**src/rtl/uart_fifo_echo.sv**
```systemverilog
// uart_fifo_echo: UART receiver with parity/stop checking, an RX FIFO for good
// bytes, and a transmitter that echoes the FIFO contents back out.
// Ports:
//   Clock       system clock, rising edge
//   reset       asynchronous active-high reset
//   uart_rx     serial input (idle high, asynchronous to Clock)
//   uart_tx     serial output (idle high, registered)
//   echo_en     1 = drain the FIFO onto uart_tx
//   rx_data     last received data word (held until the next frame)
//   rx_valid    1-cycle pulse per completed RX frame
//   parity_err  pulse with rx_valid on parity mismatch
//   frame_err   pulse with rx_valid when any stop bit sampled 0
//   overflow    pulse when a good byte is dropped because the FIFO is full
//   fifo_count  current FIFO occupancy
module uart_fifo_echo #(
    parameter int CLK_FREQ   = 50000000,
    parameter int BAUD       = 9600,
    parameter int DATA_BITS  = 8,
    parameter int PARITY     = 0,
    parameter int STOP_BITS  = 1,
    parameter int FIFO_DEPTH = 16
) (
    input  logic                        Clock,
    input  logic                        reset,
    input  logic                        uart_rx,
    output logic                        uart_tx,
    input  logic                        echo_en,
    output logic [DATA_BITS-1:0]        rx_data,
    output logic                        rx_valid,
    output logic                        parity_err,
    output logic                        frame_err,
    output logic                        overflow,
    output logic [$clog2(FIFO_DEPTH):0] fifo_count
);
    localparam int DIV = CLK_FREQ / BAUD;
    localparam int CW  = $clog2(DIV + 1);
    localparam int AW  = $clog2(FIFO_DEPTH);
    localparam logic [CW-1:0] CNT_ZERO  = CW'(0);
    localparam logic [CW-1:0] CNT_ONE   = CW'(1);
    localparam logic [CW-1:0] BIT_END   = CW'(DIV - 1);
    localparam logic [CW-1:0] MID       = CW'(DIV / 2 - 1);
    localparam logic [3:0]    DATA_LAST = 4'(DATA_BITS - 1);
    localparam logic [3:0]    STOP_LAST = 4'(STOP_BITS - 1);
    localparam logic [AW:0]   CNT_EMPTY = (AW + 1)'(0);
    localparam logic [AW:0]   CNT_FULL  = (AW + 1)'(FIFO_DEPTH);
    localparam logic [AW:0]   CNT_STEP  = (AW + 1)'(1);
    localparam logic [AW-1:0] PTR_ONE   = AW'(1);

    typedef enum logic [2:0] {ST_IDLE, ST_START, ST_DATA, ST_PARITY, ST_STOP} uart_state_t;

    // Parity bit that accompanies d on the line for the configured mode.
    function automatic logic parity_bit(input logic [DATA_BITS-1:0] d);
        if (PARITY == 1) begin
            parity_bit = ~(^d);
        end else begin
            parity_bit = ^d;
        end
    endfunction

    logic                 rx_meta_r, rx_sync_r, rx_prev_r;
    uart_state_t          rx_state_r, rx_state_s, tx_state_r, tx_state_s;
    logic [CW-1:0]        rx_cnt_r, rx_cnt_s, tx_cnt_r, tx_cnt_s;
    logic [3:0]           rx_bit_r, rx_bit_s, tx_bit_r, tx_bit_s;
    logic [DATA_BITS-1:0] rx_shift_r, rx_shift_s, tx_shift_r, tx_shift_s;
    logic                 rx_perr_r, rx_perr_s, rx_ferr_r, rx_ferr_s, rx_done_s;
    logic                 tx_par_r, tx_par_s, tx_line_r, tx_line_s;
    logic                 pop_s, push_s, drop_s, good_s, start_ok_s;
    logic [DATA_BITS-1:0] mem_r [FIFO_DEPTH];
    logic [AW-1:0]        wr_ptr_r, rd_ptr_r;
    logic [AW:0]          count_r;
    logic [DATA_BITS-1:0] rx_data_r;
    logic                 rx_valid_r, parity_err_r, frame_err_r, overflow_r;

    assign uart_tx    = tx_line_r;
    assign rx_data    = rx_data_r;
    assign rx_valid   = rx_valid_r;
    assign parity_err = parity_err_r;
    assign frame_err  = frame_err_r;
    assign overflow   = overflow_r;
    assign fifo_count = count_r;

    // Two-flop synchroniser plus a delayed copy for start-edge detection.
    always_ff @(posedge Clock or posedge reset) begin
        if (reset) begin
            rx_meta_r <= 1'b1;
            rx_sync_r <= 1'b1;
            rx_prev_r <= 1'b1;
        end else begin
            rx_meta_r <= uart_rx;
            rx_sync_r <= rx_meta_r;
            rx_prev_r <= rx_sync_r;
        end
    end

    // RX next state: start is checked at mid-bit, later bits sampled every DIV clocks.
    always_comb begin
        rx_state_s = rx_state_r;
        rx_cnt_s   = rx_cnt_r;
        rx_bit_s   = rx_bit_r;
        rx_shift_s = rx_shift_r;
        rx_perr_s  = rx_perr_r;
        rx_ferr_s  = rx_ferr_r;
        rx_done_s  = 1'b0;
        case (rx_state_r)
            ST_IDLE: begin
                rx_cnt_s = CNT_ZERO;
                if (rx_prev_r && !rx_sync_r) begin
                    rx_state_s = ST_START;
                    rx_perr_s  = 1'b0;
                    rx_ferr_s  = 1'b0;
                end else begin
                    rx_state_s = ST_IDLE;
                end
            end
            ST_START: begin
                if (rx_cnt_r == MID) begin
                    rx_cnt_s = CNT_ZERO;
                    rx_bit_s = 4'd0;
                    // A high line at mid-start is a glitch, not a frame.
                    if (rx_sync_r) begin
                        rx_state_s = ST_IDLE;
                    end else begin
                        rx_state_s = ST_DATA;
                    end
                end else begin
                    rx_cnt_s = rx_cnt_r + CNT_ONE;
                end
            end
            ST_DATA: begin
                if (rx_cnt_r == BIT_END) begin
                    rx_cnt_s   = CNT_ZERO;
                    rx_shift_s = {rx_sync_r, rx_shift_r[DATA_BITS-1:1]};
                    if (rx_bit_r == DATA_LAST) begin
                        rx_bit_s = 4'd0;
                        if (PARITY != 0) begin
                            rx_state_s = ST_PARITY;
                        end else begin
                            rx_state_s = ST_STOP;
                        end
                    end else begin
                        rx_bit_s = rx_bit_r + 4'd1;
                    end
                end else begin
                    rx_cnt_s = rx_cnt_r + CNT_ONE;
                end
            end
            ST_PARITY: begin
                if (rx_cnt_r == BIT_END) begin
                    rx_cnt_s   = CNT_ZERO;
                    rx_perr_s  = (rx_sync_r != parity_bit(rx_shift_r));
                    rx_state_s = ST_STOP;
                end else begin
                    rx_cnt_s = rx_cnt_r + CNT_ONE;
                end
            end
            ST_STOP: begin
                if (rx_cnt_r == BIT_END) begin
                    rx_cnt_s  = CNT_ZERO;
                    rx_ferr_s = rx_ferr_r | ~rx_sync_r;
                    // Leave mid stop bit so the next start edge is never missed.
                    if (rx_bit_r == STOP_LAST) begin
                        rx_done_s  = 1'b1;
                        rx_state_s = ST_IDLE;
                    end else begin
                        rx_bit_s = rx_bit_r + 4'd1;
                    end
                end else begin
                    rx_cnt_s = rx_cnt_r + CNT_ONE;
                end
            end
            default: begin
                rx_state_s = ST_IDLE;
            end
        endcase
    end

    // RX state registers.
    always_ff @(posedge Clock or posedge reset) begin
        if (reset) begin
            rx_state_r <= ST_IDLE;
            rx_cnt_r   <= CNT_ZERO;
            rx_bit_r   <= 4'd0;
            rx_shift_r <= '0;
            rx_perr_r  <= 1'b0;
            rx_ferr_r  <= 1'b0;
        end else begin
            rx_state_r <= rx_state_s;
            rx_cnt_r   <= rx_cnt_s;
            rx_bit_r   <= rx_bit_s;
            rx_shift_r <= rx_shift_s;
            rx_perr_r  <= rx_perr_s;
            rx_ferr_r  <= rx_ferr_s;
        end
    end

    // FIFO push decision; a same-cycle pop frees a slot even when full.
    always_comb begin
        good_s = rx_done_s && !rx_perr_s && !rx_ferr_s;
        push_s = good_s && ((count_r != CNT_FULL) || pop_s);
        drop_s = good_s && !push_s;
    end

    // TX next state; the final stop cycle may pop directly for back-to-back frames.
    always_comb begin
        start_ok_s = echo_en && (count_r != CNT_EMPTY);
        tx_state_s = tx_state_r;
        tx_cnt_s   = tx_cnt_r;
        tx_bit_s   = tx_bit_r;
        tx_shift_s = tx_shift_r;
        tx_par_s   = tx_par_r;
        tx_line_s  = tx_line_r;
        pop_s      = 1'b0;
        case (tx_state_r)
            ST_IDLE: begin
                tx_line_s = 1'b1;
                tx_cnt_s  = CNT_ZERO;
                if (start_ok_s) begin
                    pop_s      = 1'b1;
                    tx_shift_s = mem_r[rd_ptr_r];
                    tx_par_s   = parity_bit(mem_r[rd_ptr_r]);
                    tx_state_s = ST_START;
                    tx_line_s  = 1'b0;
                end else begin
                    tx_state_s = ST_IDLE;
                end
            end
            ST_START: begin
                if (tx_cnt_r == BIT_END) begin
                    tx_cnt_s   = CNT_ZERO;
                    tx_bit_s   = 4'd0;
                    tx_state_s = ST_DATA;
                    tx_line_s  = tx_shift_r[0];
                end else begin
                    tx_cnt_s = tx_cnt_r + CNT_ONE;
                end
            end
            ST_DATA: begin
                if (tx_cnt_r == BIT_END) begin
                    tx_cnt_s = CNT_ZERO;
                    if (tx_bit_r == DATA_LAST) begin
                        tx_bit_s = 4'd0;
                        if (PARITY != 0) begin
                            tx_state_s = ST_PARITY;
                            tx_line_s  = tx_par_r;
                        end else begin
                            tx_state_s = ST_STOP;
                            tx_line_s  = 1'b1;
                        end
                    end else begin
                        tx_bit_s   = tx_bit_r + 4'd1;
                        tx_shift_s = {1'b0, tx_shift_r[DATA_BITS-1:1]};
                        tx_line_s  = tx_shift_r[1];
                    end
                end else begin
                    tx_cnt_s = tx_cnt_r + CNT_ONE;
                end
            end
            ST_PARITY: begin
                if (tx_cnt_r == BIT_END) begin
                    tx_cnt_s   = CNT_ZERO;
                    tx_bit_s   = 4'd0;
                    tx_state_s = ST_STOP;
                    tx_line_s  = 1'b1;
                end else begin
                    tx_cnt_s = tx_cnt_r + CNT_ONE;
                end
            end
            ST_STOP: begin
                if (tx_cnt_r == BIT_END) begin
                    tx_cnt_s = CNT_ZERO;
                    if (tx_bit_r != STOP_LAST) begin
                        tx_bit_s = tx_bit_r + 4'd1;
                    end else if (start_ok_s) begin
                        pop_s      = 1'b1;
                        tx_shift_s = mem_r[rd_ptr_r];
                        tx_par_s   = parity_bit(mem_r[rd_ptr_r]);
                        tx_state_s = ST_START;
                        tx_line_s  = 1'b0;
                    end else begin
                        tx_state_s = ST_IDLE;
                        tx_line_s  = 1'b1;
                    end
                end else begin
                    tx_cnt_s = tx_cnt_r + CNT_ONE;
                end
            end
            default: begin
                tx_state_s = ST_IDLE;
                tx_line_s  = 1'b1;
            end
        endcase
    end

    // TX state registers; the line idles high.
    always_ff @(posedge Clock or posedge reset) begin
        if (reset) begin
            tx_state_r <= ST_IDLE;
            tx_cnt_r   <= CNT_ZERO;
            tx_bit_r   <= 4'd0;
            tx_shift_r <= '0;
            tx_par_r   <= 1'b0;
            tx_line_r  <= 1'b1;
        end else begin
            tx_state_r <= tx_state_s;
            tx_cnt_r   <= tx_cnt_s;
            tx_bit_r   <= tx_bit_s;
            tx_shift_r <= tx_shift_s;
            tx_par_r   <= tx_par_s;
            tx_line_r  <= tx_line_s;
        end
    end

    // FIFO storage; contents need no reset because the pointers define validity.
    always_ff @(posedge Clock) begin
        if (push_s) begin
            mem_r[wr_ptr_r] <= rx_shift_r;
        end else begin
            mem_r[wr_ptr_r] <= mem_r[wr_ptr_r];
        end
    end

    // FIFO pointers and occupancy.
    always_ff @(posedge Clock or posedge reset) begin
        if (reset) begin
            wr_ptr_r <= '0;
            rd_ptr_r <= '0;
            count_r  <= CNT_EMPTY;
        end else begin
            if (push_s) begin
                wr_ptr_r <= wr_ptr_r + PTR_ONE;
            end else begin
                wr_ptr_r <= wr_ptr_r;
            end
            if (pop_s) begin
                rd_ptr_r <= rd_ptr_r + PTR_ONE;
            end else begin
                rd_ptr_r <= rd_ptr_r;
            end
            case ({push_s, pop_s})
                2'b10:   count_r <= count_r + CNT_STEP;
                2'b01:   count_r <= count_r - CNT_STEP;
                default: count_r <= count_r;
            endcase
        end
    end

    // Registered RX status outputs, one cycle after the final stop sample.
    always_ff @(posedge Clock or posedge reset) begin
        if (reset) begin
            rx_data_r    <= '0;
            rx_valid_r   <= 1'b0;
            parity_err_r <= 1'b0;
            frame_err_r  <= 1'b0;
            overflow_r   <= 1'b0;
        end else begin
            rx_valid_r   <= rx_done_s;
            parity_err_r <= rx_done_s & rx_perr_s;
            frame_err_r  <= rx_done_s & rx_ferr_s;
            overflow_r   <= drop_s;
            if (rx_done_s) begin
                rx_data_r <= rx_shift_r;
            end else begin
                rx_data_r <= rx_data_r;
            end
        end
    end
endmodule

```
**config.mk**
```make
export PLATFORM = sky130hd
export DESIGN_NAME = uart_fifo_echo
export DESIGN_NICKNAME = d
export VERILOG_FILES = /design/src/rtl/uart_fifo_echo.sv
export SDC_FILE = /design/constraint.sdc
export NUM_CORES = 1
export LEC_CHECK = 0
export CAP_MARGIN = 40
export CORE_UTILIZATION = 30
export DETAILED_ROUTE_END_ITERATION = 8
export DONT_BUFFER_PORTS = 1
export PLACE_DENSITY_LB_ADDON = 0.12
export SETUP_SLACK_MARGIN = 0.5
export SYNTH_ARGS = -nofsm -noshare
export SYNTH_HDL_FRONTEND = slang
export SYNTH_SLANG_ARGS = --single-unit
export TNS_END_PERCENT = 50
```
**constraint.sdc**
```tcl
create_clock -name Clock -period 8.25 [get_ports Clock]
set_clock_uncertainty 0.1 [all_clocks]
set_input_delay 0.825 -clock Clock [delete_from_list [all_inputs] [get_ports Clock]]
set_output_delay 0.825 -clock Clock [all_outputs]
set_load 0.03 [all_outputs]
```
# Word-level counts from Yosys, hierarchy flattened
# Memories as Yosys holds them, arrays and structs flattened.
# Index checks and enable logic that the tools add are counted.
# totals
ff_bits	87
latch_bits	0
ram_bits	128
rom_bits	0
in_bits	4
output_inout_bits	18
word_cells	172
n_memories	1
# mem_list
name	words	word_bits	read_ports	rd_ports_with_merged_regs	wr	line_no	source
mem_r	16	8	1	0	1	68	logic [DATA_BITS-1:0] mem_r [FIFO_DEPTH];
# classes
add_sub_neg	8
multipliers	0
n_div	0
order_cmp	0
eq_ne	34
shift	0
mux	68
n_bitwise	5
reduce_logical	34
# ops
operator	n
2-to-1 mux 8 bit	6
2-to-1 mux 4 bit	10
2-to-1 mux 13 bit	3
one-hot mux 13 bit (3 select lines)	1
2-to-1 mux 3 bit	12
inequality test 2 bit, second input constant	15
one-hot mux 3 bit (5 select lines)	2
adder 13 x 1 -> 13 bit, second input constant	2
== test 13 bit, second input constant	2
one-hot mux 13 bit (2 select lines)	1
2-to-1 mux 1 bit	24
one-hot mux 4 bit (3 select lines)	2
one-hot mux 8 bit (3 select lines)	1
AND reduction 5 bit	4
adder 4 x 1 -> 4 bit, second input constant	4
== test 13 x 12 -> 1 bit, second input constant	1
== test 3 x 2 -> 1 bit, second input constant	4
AND reduction 6 bit	2
nonzero test 3 bit	4
one-hot mux 5 bit (2 select lines)	1
== test 4 x 3 -> 1 bit, second input constant	2
XOR reduction 8 bit	1
== test 3 x 1 -> 1 bit, second input constant	2
== test 3 bit, second input constant	2
26 further kinds	41

# Longest topological paths before layout
# Gate-level depths: netlist of the first run.
# logic_depth
depth_word	13
depth_mapped	14
ltp_nobuf	13

# Least setup slack after synthesis of the first run
# OpenSTA, ideal clock, no wires.
# synth_path
kind	register to register
startpoint	reg rx_bit_r[0]
endpoint	reg count_r[4], in the netlist fifo_count[4]
arrival_ns	3.097
required_ns	8.010
setup_slack_ns	4.913
stages_incl_launch_ff	15
synth_period_minus_slack_ns	3.337
cell_sequence	dfrtp_1 inv_1 ha_1 or3b_1 buf_2 or3b_4 nor4b_4 nand2b_2 inv_1 fa_1 a21o_1 a21oi_1 nor3b_1 a211oi_1 a21oi_1
# synth_via
elab_chain_cells	9
word_cells_on_any_way	11
# synth_rtl
item	line_no	source
start: declaration	63	logic [3:0] rx_bit_r, rx_bit_s, tx_bit_r, tx_bit_s;
start signal: assignment	189	rx_bit_r <= rx_bit_s;
zero test 4 bit (*)	161	if (rx_bit_r == STOP_LAST) begin
2-to-1 mux 1 bit (*)	161	
2-to-1 mux 1 bit (*)	157	if (rx_cnt_r == BIT_END) begin
2-to-1 mux 1 bit (*)	104	case (rx_state_r)
logical AND 1 bit (*) (2 in a row)	198	good_s = rx_done_s && !rx_perr_s && !rx_ferr_s;
logical AND 1 bit (*)	199	push_s = good_s && ((count_r != CNT_FULL) || pop_s);
== test 2 x 1 -> 1 bit or == test 2 bit (tied branches)	339	case ({push_s, pop_s})
one-hot mux 5 bit (2 select lines) or nonzero test 2 bit (tied branches)	--	
end signal: assignment	340	2'b10: count_r <= count_r + CNT_STEP;
end signal: assignment	341	2'b01: count_r <= count_r - CNT_STEP;
end signal: assignment	342	default: count_r <= count_r;
end: declaration	70	logic [AW:0] count_r;
# Every way passes the cells marked *; elsewhere a longest branch is shown, timed or not.
# A chain may end at the register's enable or synchronous reset.

# Final worst setup path of the first run
# layout_path
startpoint	reg rx_cnt_r[0]
endpoint	reg count_r[4], in the netlist fifo_count[4]
# layout_via
elab_chain_cells	9
word_cells_on_any_way	16
# layout_rtl
item	line_no	source
start: declaration	62	logic [CW-1:0] rx_cnt_r, rx_cnt_s, tx_cnt_r, tx_cnt_s;
start signal: assignment	188	rx_cnt_r <= rx_cnt_s;
== test 13 bit (*)	148, 157	
2-to-1 mux 1 bit	148	if (rx_cnt_r == BIT_END) begin
one-hot mux 1 bit (2 select lines)	104	
zero test 1 bit	198	
logical AND 1 bit	198	
logical AND 1 bit (*)	198	
logical AND 1 bit (*)	199	
== test 2 x 1 -> 1 bit or == test 2 bit (tied branches)	339	
one-hot mux 5 bit (2 select lines) or nonzero test 2 bit (tied branches)	--	
# Marked as above.

==> flow_metrics.tcl, run 1 <==
set metrics [dict create \
    status "complete, no violations" \
    yosysTopAreaCell "edfxtp_1" \
    drt-initial-drc-count 334 \
    final_hold_viol_count 0 \
    drc_errors 0 \
    max_freq_ghz 0.268 \
    finalWorstSetupSlack_ns 4.51 \
    synth_common_cells "edfxtp_1 (128), dfrtp_1 (83), o21ai_0 (56)" \
    wl_um 19800 \
    num_vias 5447 \
    crit_required_ns 8.54 \
    path_class "reg -> reg" \
    wl_per_cell_um 17.9 \
    clkLatencyLatePin_ns 0.52 \
    path_cells "ha_1 -> nor3b_1 -> nand4_1 -> nor4b_4 -> nand2b_2 -> inv_1 -> fa_1 -> a21o_1 -> a21oi_1 -> nor3b_1 -> a211oi_1 -> a21oi_1" \
    cts_inserted_buffers 26 \
    ys_async_sr_fraction_pct 40.5 \
    dp.cells 1061 \
    dp_hpwl_um 13400 \
    grt_antenna_before_repair 0 \
    crit_slowest_cell "nand4_1" \
    sw_frac_of_total_pct 29.8 \
    synthMostInstantiatedCell "edfxtp_1" \
    fin_crit_sh_pct 45.3 \
    max_stage_delay_ns 0.53 \
    place_congestion 0.787 \
    grt_first_pass_wirelength_um 32100 \
    first_pass_iters 4 \
    slew_violations 0 \
    final_area_sq_um 10700 \
    portBuffers 0 \
    htree_levels 1 \
    layout.nets 712 \
    cts.sinks 215 \
    vdd_drop_max_v 0.000140 \
    synthCells 684 \
    io_pins 22 \
    p_int_mw 2.01 \
    start_util_pct 30.8 \
    die_height_um 180 \
    drive_gt1_share_pct 14.6 \
    grt_overflow 0 \
    crit_fanout 12 \
    place_ws_ns 4.50 \
    syn_nets 703 \
    yosys.area.top_type_share_pct 40.5 \
    first_global_vias 5650 \
    finalCriticalPeriod_ns 3.74 \
    syn_area_sq_um 9490 \
    synth_seq_area_share_pct 63.5 \
    grt_usage_pct 12.5 \
    dieArea_sq_um 32300 \
    synth_area_leaders "edfxtp_1 (41%), dfrtp_1 (22%), mux4_2 (4.7%)" \
    placed_cell_area_sq_um 9940 \
    tightestPinTransition_ns 0.778 \
    syn2layout_area_growth_pct 12.8 \
    end_kind "register" \
    ctsRootBufferMaster "clkbuf_16" \
    power_frac_comb_pct 17.8 \
    worstPathArrival_ns 4.02 \
    synth_edf_count 128 \
    cts_resized 0 \
    relSlewSlack_pct 48.2 \
    grt_max_degree 47 \
    finalNonFillerCells 1109 \
    final_util_pct 34.7 \
    avgSynthCellArea_sq_um 13.9 \
    pwr-share-clk_pct 35.9 \
    vias_per_cell 4.91 \
    rsz0062_at_grt "false" \
    setup-tns-final_ns 0 \
    power_density_nw_per_um2 267 \
    p_leak_nw 4.28 \
    cts.reportedPaths.clkPinSlew_ns 0.05 \
    power_switching_uw 851 \
    detail-route-antenna-nets 0 \
    cts_hold_buffers 0 \
    ys_seq_elements 215 \
    cts_tree "yes" \
    finalSetupViolations 0 \
    synth.distinct_cells 65 \
    diodes 0 \
    synth-main-ff-cell "edfxtp_1" \
    cts_setup_buffers 0 \
    worstSetupStartpointType "register" \
    drv_cap 0 \
    pwr-share-seq_pct 46.2 \
    hp-class "in -> reg" \
    core_sq_um 30800 \
    row_count 64 \
    clockBufferDepth 3 \
    yosysWarningCount 0 \
    die_w_um 180 \
]
final cells by class:
class	instances	area, sq um
clock buffers	39	721
repair buffers	6	62.6
flip-flops and latches	215	6030
well taps	396	495
multi-input cells	423	3280
inverters	21	80.1
clock inverters	9	45.0
fillers	2914	20100
per-stage QoR:
step / hold WS (ns) / power, mW
finish: 0.203 / 2.86
global route: 0.170 / 3.00
CTS: 0.176 / 2.90
detailed placement: 0.248 / 1.86
global placement: 0.249 / 1.85
floorplan: 0.245 / 1.71
cells by family (layout without fill, tap and decap cells):
| family | count (synthesis) | after routing | share of synthesized area, % |
|---|---|---|---|
| buf+inv | 46 | 75 | 1.98 |
| flops | 215 | 215 | 63.5 |
| mux | 71 | 71 | 10.5 |
| xor+xnor | 32 | 32 | 3.10 |
| fa+ha+maj | 15 | 15 | 2.06 |
| compound gates | 118 | 118 | 7.85 |
| simple gates | 187 | 187 | 11.0 |
sequential cells by signal, summed over array words and instances, names as in the netlist, 3 cells and up:
register,count
tx_cnt_r,13
rx_data,8
rx_bit_r,4
rx_state_r,3
rx_cnt_r,13
wr_ptr_r,4
rd_ptr_r,4
rx_shift_r,8
fifo_count,5
mem_r,128
tx_state_r,3
tx_bit_r,4
tx_shift_r,8
final timing paths:
kind	end	slack [ns]	start	cells past startpoint
setup reg to reg	fifo_count[4]	4.51	rx_cnt_r[0]	12
max in group asynchronous	rx_sync_r	7.10	reset	3
min in group asynchronous	fifo_count[2]	0.24	reset	2
hold reg to reg	rx_sync_r	0.26	rx_meta_r	0
setup / recovery	fifo_count[4]	4.51	rx_cnt_r[0]	12
hold / removal	rx_meta_r	0.20	uart_rx	0
layout by cell type (no fill, tap or decap), types with 3 or more instances in the layout:
cell type and count:
edfxtp_1 128, dfrtp_1 82, o21ai_0 56, nand2_1 47
nor2_1 30, mux2i_1 29, clkbuf_16 27, xnor2_1 21
mux2_2 20, and2_1 20, mux4_2 20, inv_1 19
nand3_1 17, ha_1 14, a21oi_1 12, a221oi_1 12
clkbuf_1 12, nor3_1 10, xor2_1 10, and3_1 7
nor3_2 6, clkinv_2 6, a22oi_1 6, nand3b_1 5
nor3b_1 5, nand2b_1 5, nand4_1 5, o21a_1 5
nor2b_1 4, a22o_1 4, or3_1 4, a21o_1 4
buf_4 4, dfstp_2 4, or3b_2 3, clkinv_1 3
power by group through the flow:
stage / logic [mW] / registers, mW / clock network [mW]
floorplan: 0.439 / 1.27 / 0
global placement: 0.502 / 1.34 / 0
detailed placement: 0.515 / 1.35 / 0
CTS: 0.516 / 1.33 / 1.06
global route: 0.565 / 1.34 / 1.10
finish: 0.510 / 1.32 / 1.03
layer usage:
metal  up-vias  track usage (%)  wire length (um)
li1       2588                -                 -
met1      2750             17.0              9360
met2        73             20.7              9320
met3        36             2.01               764
met4         0             3.41               376
met5         -                0                 0
critical path: cells and delay by family (launching register included):
family | cells | cell delay, ns
AO/OA/AOI/OAI | 4 | 0.72
adder cells (fa/ha/maj) | 2 | 0.64
buffers and inverters | 1 | 0.12
flip-flops | 1 | 0.38
AND/OR/NAND/NOR | 5 | 1.64
Power figures use the tool's default switching activity.
==> run 2: changes to the inputs <==
==> constraint.sdc (replaced) <==
create_clock -name Clock -period 3.51 [get_ports Clock]
set_clock_uncertainty 0.1 [all_clocks]
set_input_delay 0.351 -clock Clock [delete_from_list [all_inputs] [get_ports Clock]]
set_output_delay 0.351 -clock Clock [all_outputs]
set_load 0.03 [all_outputs]
==> flow_metrics.tcl, run 2 (synthesis gave the netlist of run 1 again) <==
set metrics [dict create \
    status "complete, no violations" \
    finalCriticalPeriod_ns 3.24 \
    layout.nets 735 \
    tightestPinTransition_ns 0.825 \
    dieArea_sq_um 32300 \
    die_w_um 180 \
    final_hold_viol_count 0 \
    ctsRootBufferMaster "clkbuf_16" \
    whs_ns 0.262 \
    cts_inserted_buffers 24 \
    wl_met2_um 10500 \
    drive_gt1_share_pct 20.8 \
    placed_cell_area_sq_um 10100 \
    max_freq_ghz 0.309 \
    multi_input_area_sq_um 3330 \
    final_util_pct 35.7 \
    place_congestion 0.775 \
    fillers 2928 \
    hp-class "reg -> reg" \
    core_sq_um 30800 \
    top_regs "mem_r: 128 flops, rx_cnt_r: 13 flops, tx_cnt_r: 13 flops" \
    first_pass_iters 5 \
    total_power_mw 6.91 \
    first_global_vias 5932 \
    cts.sinks 215 \
    grt_usage_pct 14.0 \
    largest_reg_flops 128 \
    end_kind "register" \
    dp_hpwl_um 14900 \
    drv_cap 0 \
    layout_commonest_cell "edfxtp_1" \
    slew_violations 0 \
    finalSetupViolations 0 \
    cts.reportedPaths.clkPinSlew_ns 0.06 \
    seqCellArea_sq_um 6030 \
    clockBufferDepth 3 \
    final_area_sq_um 11000 \
    grt_overflow 0 \
    dr_wl_met3_um 716 \
    crit_fanout 5 \
    relSlewSlack_pct 45.0 \
    clkLatencyLatePin_ns 0.51 \
    vdd_drop_max_v 0.000300 \
    rsz0062_at_grt "true" \
    num_vias 5630 \
    htree_levels 1 \
    die_height_um 180 \
    fin_crit_sh_pct 92.3 \
    grt_max_degree 45 \
    drc_errors 0 \
    crit_required_ns 3.78 \
    top_layer "met4" \
    syn2layout_area_growth_pct 16.0 \
    power_density_nw_per_um2 628 \
    place_ws_ns 0.204 \
    drt-initial-drc-count 350 \
    grt_antenna_before_repair 1 \
    worstSetupStartpointType "register" \
    wl_per_cell_um 19.3 \
    start_util_pct 30.8 \
    row_count 64 \
    wl_met1_um 10100 \
    portBuffers 0 \
    worstPathArrival_ns 3.51 \
    finalWorstSetupSlack_ns 0.271 \
    finalNonFillerCells 1131 \
    io_pins 22 \
    dp.cells 1076 \
    cts_tree "yes" \
    regMostFlops "mem_r" \
    detail-route-antenna-nets 0 \
    grt_first_pass_wirelength_um 35100 \
    vias_per_cell 4.98 \
    wl_um 21900 \
    final_cell_mix "edfxtp_1 (128), dfrtp_1 (82), o21ai_0 (56)" \
    setup-tns-final_ns 0 \
    path_class "reg -> reg" \
    p_leak_nw 4.43 \
]
-- run 2: area by class of cell --
| cell class | instances | area share, % |
|---|---|---|
| clock inverters | 12 | 0.886 |
| inverters | 21 | 0.750 |
| repair buffers | 31 | 2.50 |
| flip-flops and latches | 215 | 54.7 |
| multi-input cells | 423 | 30.2 |
| well taps | 396 | 4.50 |
| clock buffers | 32 | 6.38 |
| diodes | 1 | 0.0227 |
-- run 2: worst paths after layout --
check / to / startpoint / cells past startpoint / slack [ns]
min in group asynchronous: parity_err / reset / 2 / 0.32
setup / recovery: fifo_count[4] / rx_bit_r[1] / 13 / 0.27
max in group asynchronous: rx_meta_r / reset / 3 / 2.10
setup reg to reg: fifo_count[4] / rx_bit_r[1] / 13 / 0.27
hold reg to reg: rx_sync_r / rx_meta_r / 0 / 0.26
hold / removal: rx_sync_r / rx_meta_r / 0 / 0.26
-- run 2: power by group --
group,internal (mW),leakage [nW],switching (mW)
Combinational,0.611,1.39,0.766
Sequential,2.79,2.65,0.260
Clock,1.48,0.394,1.01
-- run 2: layer usage --
metal,vias up,GRT usage (%)
met5,-,0
met2,95,23.3
li1,2629,-
met1,2874,18.8
met4,0,4.21
met3,32,2.07
-- run 2: what timing repair did --
action	in CTS	in global routing
gates resized for setup	19	2
pin swaps	2	4
setup buffers	4	3
endpoints found under the hold margin	42	0
hold buffers	2	0
setup endpoints to repair	131	131
-- run 2: worst max-delay path: stages, from the launching register on --
cell,delay (ns)
dfrtp_1,0.39
inv_1,0.07
ha_1,0.13
or3b_4,0.37
or3b_4,0.40
nor4b_4,0.31
nand2b_4,0.19
inv_4,0.06
fa_2,0.36
a21o_1,0.17
a21oi_2,0.14
buf_4,0.14
mux2i_1,0.19
a21oi_1,0.08
==> run 3: changes to the inputs <==
--- a/config.mk
+++ b/config.mk
@@ -6,7 +6,7 @@
 export NUM_CORES = 1
 export LEC_CHECK = 0
 export CAP_MARGIN = 40
-export CORE_UTILIZATION = 30
+export CORE_UTILIZATION = 63
 export DETAILED_ROUTE_END_ITERATION = 8
 export DONT_BUFFER_PORTS = 1
 export PLACE_DENSITY_LB_ADDON = 0.12
==> flow_metrics.tcl, run 3 (synthesis gave the netlist of run 1 again) <==
set metrics [dict create \
    largest_reg_flops 128 \
    place_ws_ns 0.102 \
    grt_overflow 0 \
    final_area_sq_um 10600 \
    grt_max_degree 32 \
    drc_errors 0 \
    status "complete, no violations" \
    die_w_um 125 \
    drt-initial-drc-count 469 \
    tightestPinTransition_ns 0.899 \
    crit_fanout 5 \
    syn2layout_area_growth_pct 11.5 \
    dp_hpwl_um 12500 \
    dp.cells 855 \
    grt_antenna_before_repair 0 \
    total_power_mw 6.73 \
    htree_levels 1 \
    crit_start "rx_bit_r[1]" \
    worstPathArrival_ns 3.45 \
    core_sq_um 14600 \
    fillers 930 \
    first_global_vias 5870 \
    path_class "reg -> reg" \
    rsz0062_at_grt "true" \
    worstSetupStartpointType "register" \
    placed_cell_area_sq_um 9730 \
    finalSetupViolations 0 \
    p_leak_nw 4.34 \
    grt_usage_pct 26.0 \
    max_freq_ghz 0.314 \
    finalCriticalPeriod_ns 3.18 \
    detail-route-antenna-nets 0 \
    final_hold_viol_count 0 \
    slew_violations 0 \
    num_vias 5758 \
    r2r_start "rx_bit_r[1]" \
    hp-class "in -> async" \
    ctsRootBufferMaster "clkbuf_16" \
    portBuffers 0 \
    place_congestion 0.810 \
    clockBufferDepth 3 \
    io_pins 22 \
    relSlewSlack_pct 40.0 \
    layout_commonest_cell "edfxtp_1" \
    regMostFlops "mem_r" \
    grt_first_pass_wirelength_um 31300 \
    r2r_cells 12 \
    top_regs "mem_r: 128 flops, rx_cnt_r: 13 flops, tx_cnt_r: 13 flops" \
    finalNonFillerCells 903 \
    r2r_slack_ns 0.33 \
    vdd_drop_max_v 0.000418 \
    wl_per_cell_um 21.6 \
    clkLatencyLatePin_ns 0.52 \
    final_cell_mix "edfxtp_1 (128), dfrtp_1 (82), o21ai_0 (56)" \
    fin_crit_sh_pct 90.6 \
    die_height_um 125 \
    end_kind "register" \
    wl_um 19500 \
    first_pass_iters 5 \
    final_util_pct 72.5 \
    layout.nets 722 \
    cts.reportedPaths.clkPinSlew_ns 0.06 \
    dieArea_sq_um 15600 \
    vias_per_cell 6.38 \
    row_count 44 \
    crit_required_ns 3.78 \
    drive_gt1_share_pct 19.1 \
    cts_inserted_buffers 22 \
    cts_tree "yes" \
    power_density_nw_per_um2 636 \
    drv_cap 0 \
    start_util_pct 65.0 \
    setup-tns-final_ns 0 \
    cts.sinks 215 \
    diodes 0 \
    finalWorstSetupSlack_ns 0.330 \
    whs_ns 0.190 \
]
run 3: changes by cell type in the layout (fill, tap and decap cells not counted), sizes merged:
cell / delta
bufinv: +2
clkinvlp: -1
diode: -1
clkbuf: -3
clkinv: -2
buf: -11
run 3: critical path, cell delays in order (launching register included):
cell and delay [ns]:
dfrtp_1 0.40, inv_1 0.08, ha_1 0.14, or3b_4 0.38, or3b_4 0.40, nor4b_4 0.24, nand2b_4 0.18, inv_2 0.07
fa_2 0.35, a21o_1 0.18, a21oi_2 0.18, mux2i_1 0.24, a21oi_1 0.09
run 3: power by group:
part,total (mW),internal [mW],leakage [nW],switching [mW]
clock,2.36,1.41,0.362,0.950
combinational,1.26,0.587,1.33,0.674
sequential,3.11,2.79,2.65,0.327
total,6.73,4.78,4.34,1.95
run 3: final timing paths:
path | to
min in group Clock | rx_sync_r
setup reg to reg | fifo_count[4]
hold / removal | fifo_count[2]
hold reg to reg | rx_sync_r
max in group asynchronous | rx_meta_r
setup / recovery | fifo_count[4]
run 3: area by class of cell:
| type | count | area (sq um) | share of cell area (%) |
|---|---|---|---|
| sequential | 215 | 6030 | 57.0 |
| multi-input combinational | 423 | 3330 | 31.5 |
| clock buffer | 29 | 587 | 5.55 |
| tap | 184 | 230 | 2.18 |
| timing repair buffer | 20 | 165 | 1.56 |
| clock inverter | 11 | 156 | 1.48 |
| inverter | 21 | 80.1 | 0.757 |
run 3: repair_timing:
| action | 4_1_cts | 5_1_grt |
|---|---|---|
| pin swaps | 3 | 1 |
| endpoints found under the setup margin | 132 | 131 |
| hold buffers | 2 | 0 |
| setup buffers | 5 | 0 |
| gates resized for setup | 17 | 7 |
| hold endpoints to repair | 66 | 0 |
| cloned | 0 | 0 |
run 3: per-layer routing:
| metal | track usage [%] | share of wire [%] | up-vias | wire (um) |
|---|---|---|---|---|
| li1 | - | - | 2608 | - |
| met1 | 36.6 | 44 | 2907 | 8540 |
| met2 | 41.6 | 48 | 200 | 9350 |
| met3 | 5.20 | 5.9 | 43 | 1150 |
| met4 | 7.23 | 2.2 | 0 | 438 |
| met5 | 0 | 0 | - | 0 |
